## src/rtl/dmem_ctrl.sv

```systemverilog
// dmem_ctrl: serialises 32-bit little-endian Y86 data accesses onto an
// 8-bit synchronous RAM port. The pipeline is held on stall_o while an
// access runs. Illegal requests are rejected with a one-cycle err_o pulse.
module dmem_ctrl #(
    parameter int MEM_BYTES = 65536,
    parameter int RD_LAT    = 1
) (
    input  logic        clk,
    input  logic        rst,
    input  logic        mem_read,
    input  logic        mem_write,
    input  logic [31:0] mem_addr,
    input  logic [31:0] mem_data,
    output logic [31:0] valM_o,
    output logic        stall_o,
    output logic        err_o,
    output logic [31:0] ram_addr,
    output logic [7:0]  ram_wdata,
    output logic        ram_we,
    output logic        ram_re,
    input  logic [7:0]  ram_rdata
);

    localparam logic [1:0] S_IDLE = 2'd0;
    localparam logic [1:0] S_XFER = 2'd1;
    localparam logic [1:0] S_WAIT = 2'd2;
    localparam logic [1:0] S_DONE = 2'd3;

    localparam int WCW = (RD_LAT > 1) ? $clog2(RD_LAT) : 1;

    logic [1:0]     r_state;
    logic [31:0]    r_addr;
    logic [31:0]    r_data;
    logic           r_wr;
    logic [1:0]     r_k;
    logic [WCW-1:0] r_wcnt;
    logic [31:0]    r_buf;
    logic [31:0]    r_valM;
    logic           r_err;

    logic        w_in_range;
    logic        w_legal;
    logic        w_illegal;
    logic        w_xfer;
    logic        w_last_wait;
    logic [31:0] w_beat_addr;
    logic [7:0]  w_wbyte;

    // The top byte of the word must still fit in RAM. The sum is 33 bits wide,
    // so addresses near 0xFFFFFFFF cannot wrap into range.
    assign w_in_range  = ({1'b0, mem_addr} + 33'd3) < 33'(MEM_BYTES);
    assign w_legal     = (mem_read ^ mem_write) & w_in_range;
    assign w_illegal   = (mem_read | mem_write) & ~w_legal;
    assign w_xfer      = (r_state == S_XFER);
    assign w_last_wait = (r_wcnt == WCW'(RD_LAT - 1));
    assign w_beat_addr = r_addr + {30'd0, r_k};
    assign w_wbyte     = r_data[{r_k, 3'b000} +: 8];

    // Strobes are masked by rst. A reset that lands mid-beat then leaves
    // that byte unwritten.
    assign ram_we    = w_xfer & r_wr & ~rst;
    assign ram_re    = w_xfer & ~r_wr & ~rst;
    assign ram_addr  = w_xfer ? w_beat_addr : 32'd0;
    assign ram_wdata = (w_xfer & r_wr) ? w_wbyte : 8'd0;
    assign stall_o   = w_xfer | (r_state == S_WAIT) | ((r_state == S_IDLE) & w_legal);
    assign valM_o    = r_valM;
    assign err_o     = r_err;

    // Access FSM: accept in IDLE, one byte beat per XFER, read data captured on the last WAIT cycle
    always_ff @(posedge clk) begin
        if (rst) begin
            r_state <= S_IDLE;
            r_addr  <= '0;
            r_data  <= '0;
            r_wr    <= 1'b0;
            r_k     <= '0;
            r_wcnt  <= '0;
            r_buf   <= '0;
            r_valM  <= '0;
            r_err   <= 1'b0;
        end else begin
            r_err <= 1'b0;
            case (r_state)
                S_IDLE: begin
                    if (w_legal) begin
                        r_addr  <= mem_addr;
                        r_data  <= mem_data;
                        r_wr    <= mem_write;
                        r_k     <= '0;
                        r_state <= S_XFER;
                    end else if (w_illegal) begin
                        r_err <= 1'b1;
                    end
                end
                S_XFER: begin
                    if (r_wr) begin
                        if (r_k == 2'd3) r_state <= S_DONE;
                        else             r_k     <= r_k + 2'd1;
                    end else begin
                        r_wcnt  <= '0;
                        r_state <= S_WAIT;
                    end
                end
                S_WAIT: begin
                    if (w_last_wait) begin
                        // Shifting in from the top puts byte k at [8k+7:8k] after four beats
                        r_buf <= {ram_rdata, r_buf[31:8]};
                        if (r_k == 2'd3) begin
                            r_valM  <= {ram_rdata, r_buf[31:8]};
                            r_state <= S_DONE;
                        end else begin
                            r_k     <= r_k + 2'd1;
                            r_state <= S_XFER;
                        end
                    end else begin
                        r_wcnt <= r_wcnt + 1'b1;
                    end
                end
                default: r_state <= S_IDLE;
            endcase
        end
    end

endmodule

```

## config.mk

```make
export PLATFORM = sky130hd
export DESIGN_NAME = dmem_ctrl
export DESIGN_NICKNAME = d
export VERILOG_FILES = /design/src/rtl/dmem_ctrl.sv
export SDC_FILE = /design/constraint.sdc
export NUM_CORES = 1
export LEC_CHECK = 0
export BUFFER_PORTS_ARGS = -buffer_cell sky130_fd_sc_hd__buf_2
export CAP_MARGIN = 15
export CORE_MARGIN = 4
export CORE_UTILIZATION = 55
export DETAILED_ROUTE_END_ITERATION = 16
export PLACE_DENSITY = 0.82
export RECOVER_POWER = 50
export SKIP_LAST_GASP = 1
export SYNTH_ARGS = -nofsm -noshare
export SYNTH_HDL_FRONTEND = slang
export SYNTH_SLANG_ARGS = --single-unit
```

## constraint.sdc

```tcl
create_clock -name clk -period 4.5 [get_ports clk]
set_clock_uncertainty 0.05 [all_clocks]
set_input_delay 0.675 -clock clk [delete_from_list [all_inputs] [get_ports clk]]
set_output_delay 0.675 -clock clk [all_outputs]
set_load 0.01 [all_outputs]
```

After elaboration in Yosys (flattened, before gate mapping)
Cells that the tools add are included.
- bits of input ports: 76
- output and inout bits: 76
- register bits: 135
- word-level logic and storage cells: 66
- reduce and logical (&&, ||, !) cells: 10
- equality and inequality tests: 8
- $add $sub $neg: 4
- bitwise logic cells: 16
- muxes and demuxes: 17
- shift-type cells: 1
- magnitude comparators: 1
- operators by type and width (cell ; number):
    32-bit by 2-bit adder with 33-bit output (second input constant) ; 1
    33-bit by 17-bit less-than comparator with 1-bit output (second input constant) ; 1
    32-bit by 2-bit adder with 32-bit output ; 1
    32-bit two-way mux ; 1
    32-bit by 6-bit variable part select with 8-bit output ; 1
    2-bit two-way mux ; 9
    2-bit one-hot mux with 3 select lines ; 2
    8-bit two-way mux ; 1
    2-bit != test (second input constant) ; 4
    1-bit AND ; 7
    2-bit AND reduction ; 3
    3-bit AND reduction ; 2
    1-bit NOT ; 5
    2-bit == test (second input constant) ; 2
    4-bit AND reduction ; 1
    1-bit two-way mux ; 3
    3-bit by 2-bit != test with 1-bit output (second input constant) ; 1
    1-bit OR ; 3
    3-bit nonzero test ; 1
    3-bit OR reduction ; 1
    2-bit by 1-bit adder with 2-bit output (second input constant) ; 1
    2-bit by 1-bit == test with 1-bit output (second input constant) ; 1
    2-bit logical NOT ; 1
    1-bit one-hot mux with 2 select lines ; 1
    other kinds (3) ; 3

Logic depth before layout (Yosys ltp)
- depth in word-level cells: 6
- mapped depth: 10
- mapped depth without buffers: 9

Worst setup path after synthesis
No wires, ideal clock.
- kind: input -> output
- start: input port mem_addr[0]
- end: output port stall_o
- cell stages on the path: 10
- buffers on the path: 3
- setup slack: 929 ps
- data arrival time: 2846 ps
- cell sequence: o211ai_1 or4_1 buf_2 nor3_2 a41oi_1 nor4_2 and2_1 buf_4 buf_6 or2_1
- longest elaborated chain between the ends: 5
- ends and longest elaborated chain (what ; line ; RTL):
    from (decl) ; 12 ; input logic [31:0] mem_addr,
    32-bit by 2-bit adder with 33-bit output ; 51 ; assign w_in_range = ({1'b0, mem_addr} + 33'd3) < 33'(MEM_BYTES);
    33-bit by 17-bit less-than comparator with 1-bit output ; 51 ;
    1-bit AND ; 52 ; assign w_legal = (mem_read ^ mem_write) & w_in_range;
    1-bit AND ; 65 ; assign stall_o = w_xfer | (r_state == S_WAIT) | ((r_state == S_IDLE) & w_legal);
    1-bit OR ; 65 ;
    to (decl) ; 15 ; output logic stall_o,
Every way passes these cells.

Worst setup path in the final report
- start: register r_k[0]
- end: output port ram_addr[30]
- longest elaborated chain between the ends: 2
- ends and longest elaborated chain (what ; line ; RTL):
    from (decl) ; 35 ; logic [1:0] r_k;
    from (signal assigned) ; 98 ; else r_k <= r_k + 2'd1;
    from (signal assigned) ; 112 ; r_k <= r_k + 2'd1;
    32-bit by 2-bit adder with 32-bit output ; 56 ; assign w_beat_addr = r_addr + {30'd0, r_k};
    32-bit two-way mux ; 63 ; assign ram_addr = w_xfer ? w_beat_addr : 32'd0;
    to (decl) ; 17 ; output logic [31:0] ram_addr,
Every way passes these cells.

==> flow_summary.ini <==
[cts]
htreeDepth = 4
cts.clk_slew.worst_paths_ns = 0.06
cts_tree = built
numCtsBuffers = 17
cts_hold_buf = 0
insertion_delay_ns = 0.52
clock-sinks = 126
cts-root-buf = clkbuf_8
cts.path.max_buffers = 2

[critical_path]
critPathCapture = ram_addr[30]
cpPeakStageDelay_ns = 0.61
r2r.worst_path.cells = 6
r2r_slack_ns = 0.80
crit_type = flip-flop to primary output
cp.required_ns = 3.77
cp.arrival_ns = 3.35
r2r-end = valM_o[10]
start_kind = flip-flop
startpoint = r_k[0]
critPathMaxFanout = 11
crit_slowest_cell = or4b_4
worst_setup_path_end_kind = primary output
crit_chain = buf_4 > ha_1 > fa_1 > nand4_1 > or4b_4 > nor3_2 > and4_1 > nand3_1 > xor2_1 > nor2_1 > buf_2
r2r_start = r_state[0]

[global_route]
grt_pass1_wl_um = 25100
grt_pass1_vias = 5331
grt_usage_pct = 23.7
antenna_found_initial = 0
grt_max_degree = 68
overflow = 0

[placement]
port-buffer-count = 151
place_inst = 952
post-dp-hpwl_um = 10200
place_congestion = 0.895

[floorplanning]
num_rows = 37
core_region_area_mm2 = 0.0105
die-area_mm2 = 0.0127
die_h_um = 113
die_w_um = 113
start_util_pct = 57.3
io_pins = 152

[route]
routed_wl_um = 15200
drtIter0Drc = 423
dr.pass1.iters = 5
wl_per_cell_um = 15.5
vias = 5553
antenna_left = 0
drc = 0
avgViaCountPerCell = 5.64

[sta]
grt_setup_unrepaired = no
worstMarginPinSlew_ns = 1.77
slew_headroom_pct = -18.1
drv_slew = 28
fin_crit_sh_pct = 90.6
hold_viol = 0
clock.fmax_ghz = 0.245
period_needed_ns = 4.08
setup_tns_ns = 0
finalSetupViolCount = 0

[synthesis]
avgSynthCellArea_um2 = 8.44
async_flop_share_pct = 0
syn_nets = 798
ys_seq_area_share_pct = 41.9
yosysWarnings = 0
ys_types = 53
synth_flop_cell = dfxtp_1
syn_inst = 713
syn_area_mm2 = 0.00602
synth-seq-cells = 126
synth_enable_flop_cells = 0

[finish]
syn_to_final_growth_pct = 21.9
final_cell_mix = nand2_1, dfxtp_1, buf_2
finalNonFillerCells = 985
diodes = 0
utilization_pct = 69.8
drive_above_1_share_pct = 19.6
nets = 921
final_common_cell = nand2_1

[pwr]
peakVddDrop_mv = 0.388
leakage_nw = 2.76
p_total_mw = 2.69
powerDensity_mw_per_mm2 = 367

[worst_hold_path]
hp-class = input port to flip-flop

[flow_run]
maxCapViolCount = 1

[outcome]
violations = capacitance limit, slew limit
status = finished with violations
-- worst min path at each step --
stage                       startpoint    endpoint  slack [ns]  depth (start not counted)
after floorplan               r_buf[8]   valM_o[0]        0.38                          2
after global placement      valM_o[30]  valM_o[30]        0.39                          2
after detailed placement    valM_o[18]  valM_o[18]        0.39                          2
after CTS                  mem_data[0]   r_data[0]        0.31                          2
after global routing      mem_data[18]  r_data[18]        0.31                          2
final                      mem_data[0]   r_data[0]        0.32                          2
-- synth_stat cells (all sizes together) (2+ instances only) --
cell type / count / area share [%]
a211oi: 2 / 0.25
xnor2: 11 / 1.6
clkbuf: 40 / 2.5
a31o: 50 / 7.3
xor2: 20 / 2.9
dfxtp: 126 / 42
nand3: 11 / 0.91
a21oi: 84 / 7.0
nor3: 7 / 0.67
mux2i: 24 / 4.0
inv: 11 / 0.69
nand2: 133 / 8.3
nor3b: 17 / 2.1
and4: 5 / 0.73
o41ai: 3 / 0.44
nor4: 5 / 0.62
nor4b: 2 / 0.29
or3: 2 / 0.21
nor2b: 11 / 1.1
mux4: 8 / 3.0
ha: 8 / 1.7
buf: 17 / 1.6
nand4: 12 / 1.2
o21ai: 5 / 0.42
o211ai: 3 / 0.37
o31a: 2 / 0.29
and2: 6 / 0.62
o2111ai: 2 / 0.29
nor2: 65 / 4.1
and3: 6 / 0.62
-- sequential cells by signal, summed over array words and instances, names as in the netlist --
signal,count
r_data,32
r_k,2
r_state,2
r_buf,24
valM_o,32
r_wr,1
r_addr,32
err_o,1
-- per-stage QoR --
step	setup WS, ns	area (um^2)	hold slack [ns]
2_1_floorplan	0.929	6020	0.381
3_3_place_gp	0.868	6770	0.389
3_5_place_dp	0.726	6770	0.393
4_1_cts	0.159	7350	0.307
5_1_grt	0.180	7330	0.312
6_report	0.424	7330	0.323
-- timing repair --
item                       in CTS  in global routing
hold endpoints to repair        0                  0
setup endpoints to repair       0                  2
setup buffers                   0                  0
gates resized for setup         0                  2
-- critical path: cells and delay by family, from the launching register on --
family        cells  cell delay [ns]
xor+xnor          1             0.15
fa+ha+maj         2             0.49
buf+inv           2             0.39
flops             1             0.33
simple gates      6             1.49
-- report_power, final --
group          leakage, nW  internal [mW]  switching [mW]  total, mW
combinational         1.46         0.0723           0.174      0.246
sequential            1.01           1.12         0.00576       1.13
clock                0.286          0.820           0.500       1.32
-- layout make-up --
type | count | area (um^2)
fill | 844 | 3180
clock inverter | 12 | 135
tap | 136 | 170
multi-input combinational | 519 | 3230
clock buffer | 20 | 445
timing repair buffer | 161 | 793
sequential | 126 | 2520
inverter | 11 | 41.3
-- kinds of logic (layout without fill, tap and decap cells) --
| group | after synthesis | after routing | share of synthesized area [%] |
|---|---|---|---|
| AND/OR/NAND/NOR | 285 | 285 | 21.9 |
| XOR/XNOR | 31 | 31 | 4.51 |
| adder cells (fa/ha/maj) | 9 | 9 | 2.00 |
| AO/OA/AOI/OAI | 162 | 162 | 17.8 |
| multiplexers | 32 | 32 | 6.99 |
| flip-flops | 126 | 126 | 41.9 |
| buffers and inverters | 68 | 204 | 4.82 |
-- routing by layer --
| layer | track usage (%) | part of all wire, % |
|---|---|---|
| met2 | 39.7 | 50 |
| met4 | 7.93 | 1.6 |
| met5 | 0 | 0 |
| met3 | 5.39 | 6.1 |
| met1 | 30.1 | 42 |
(Power assumes the default switching activity.)
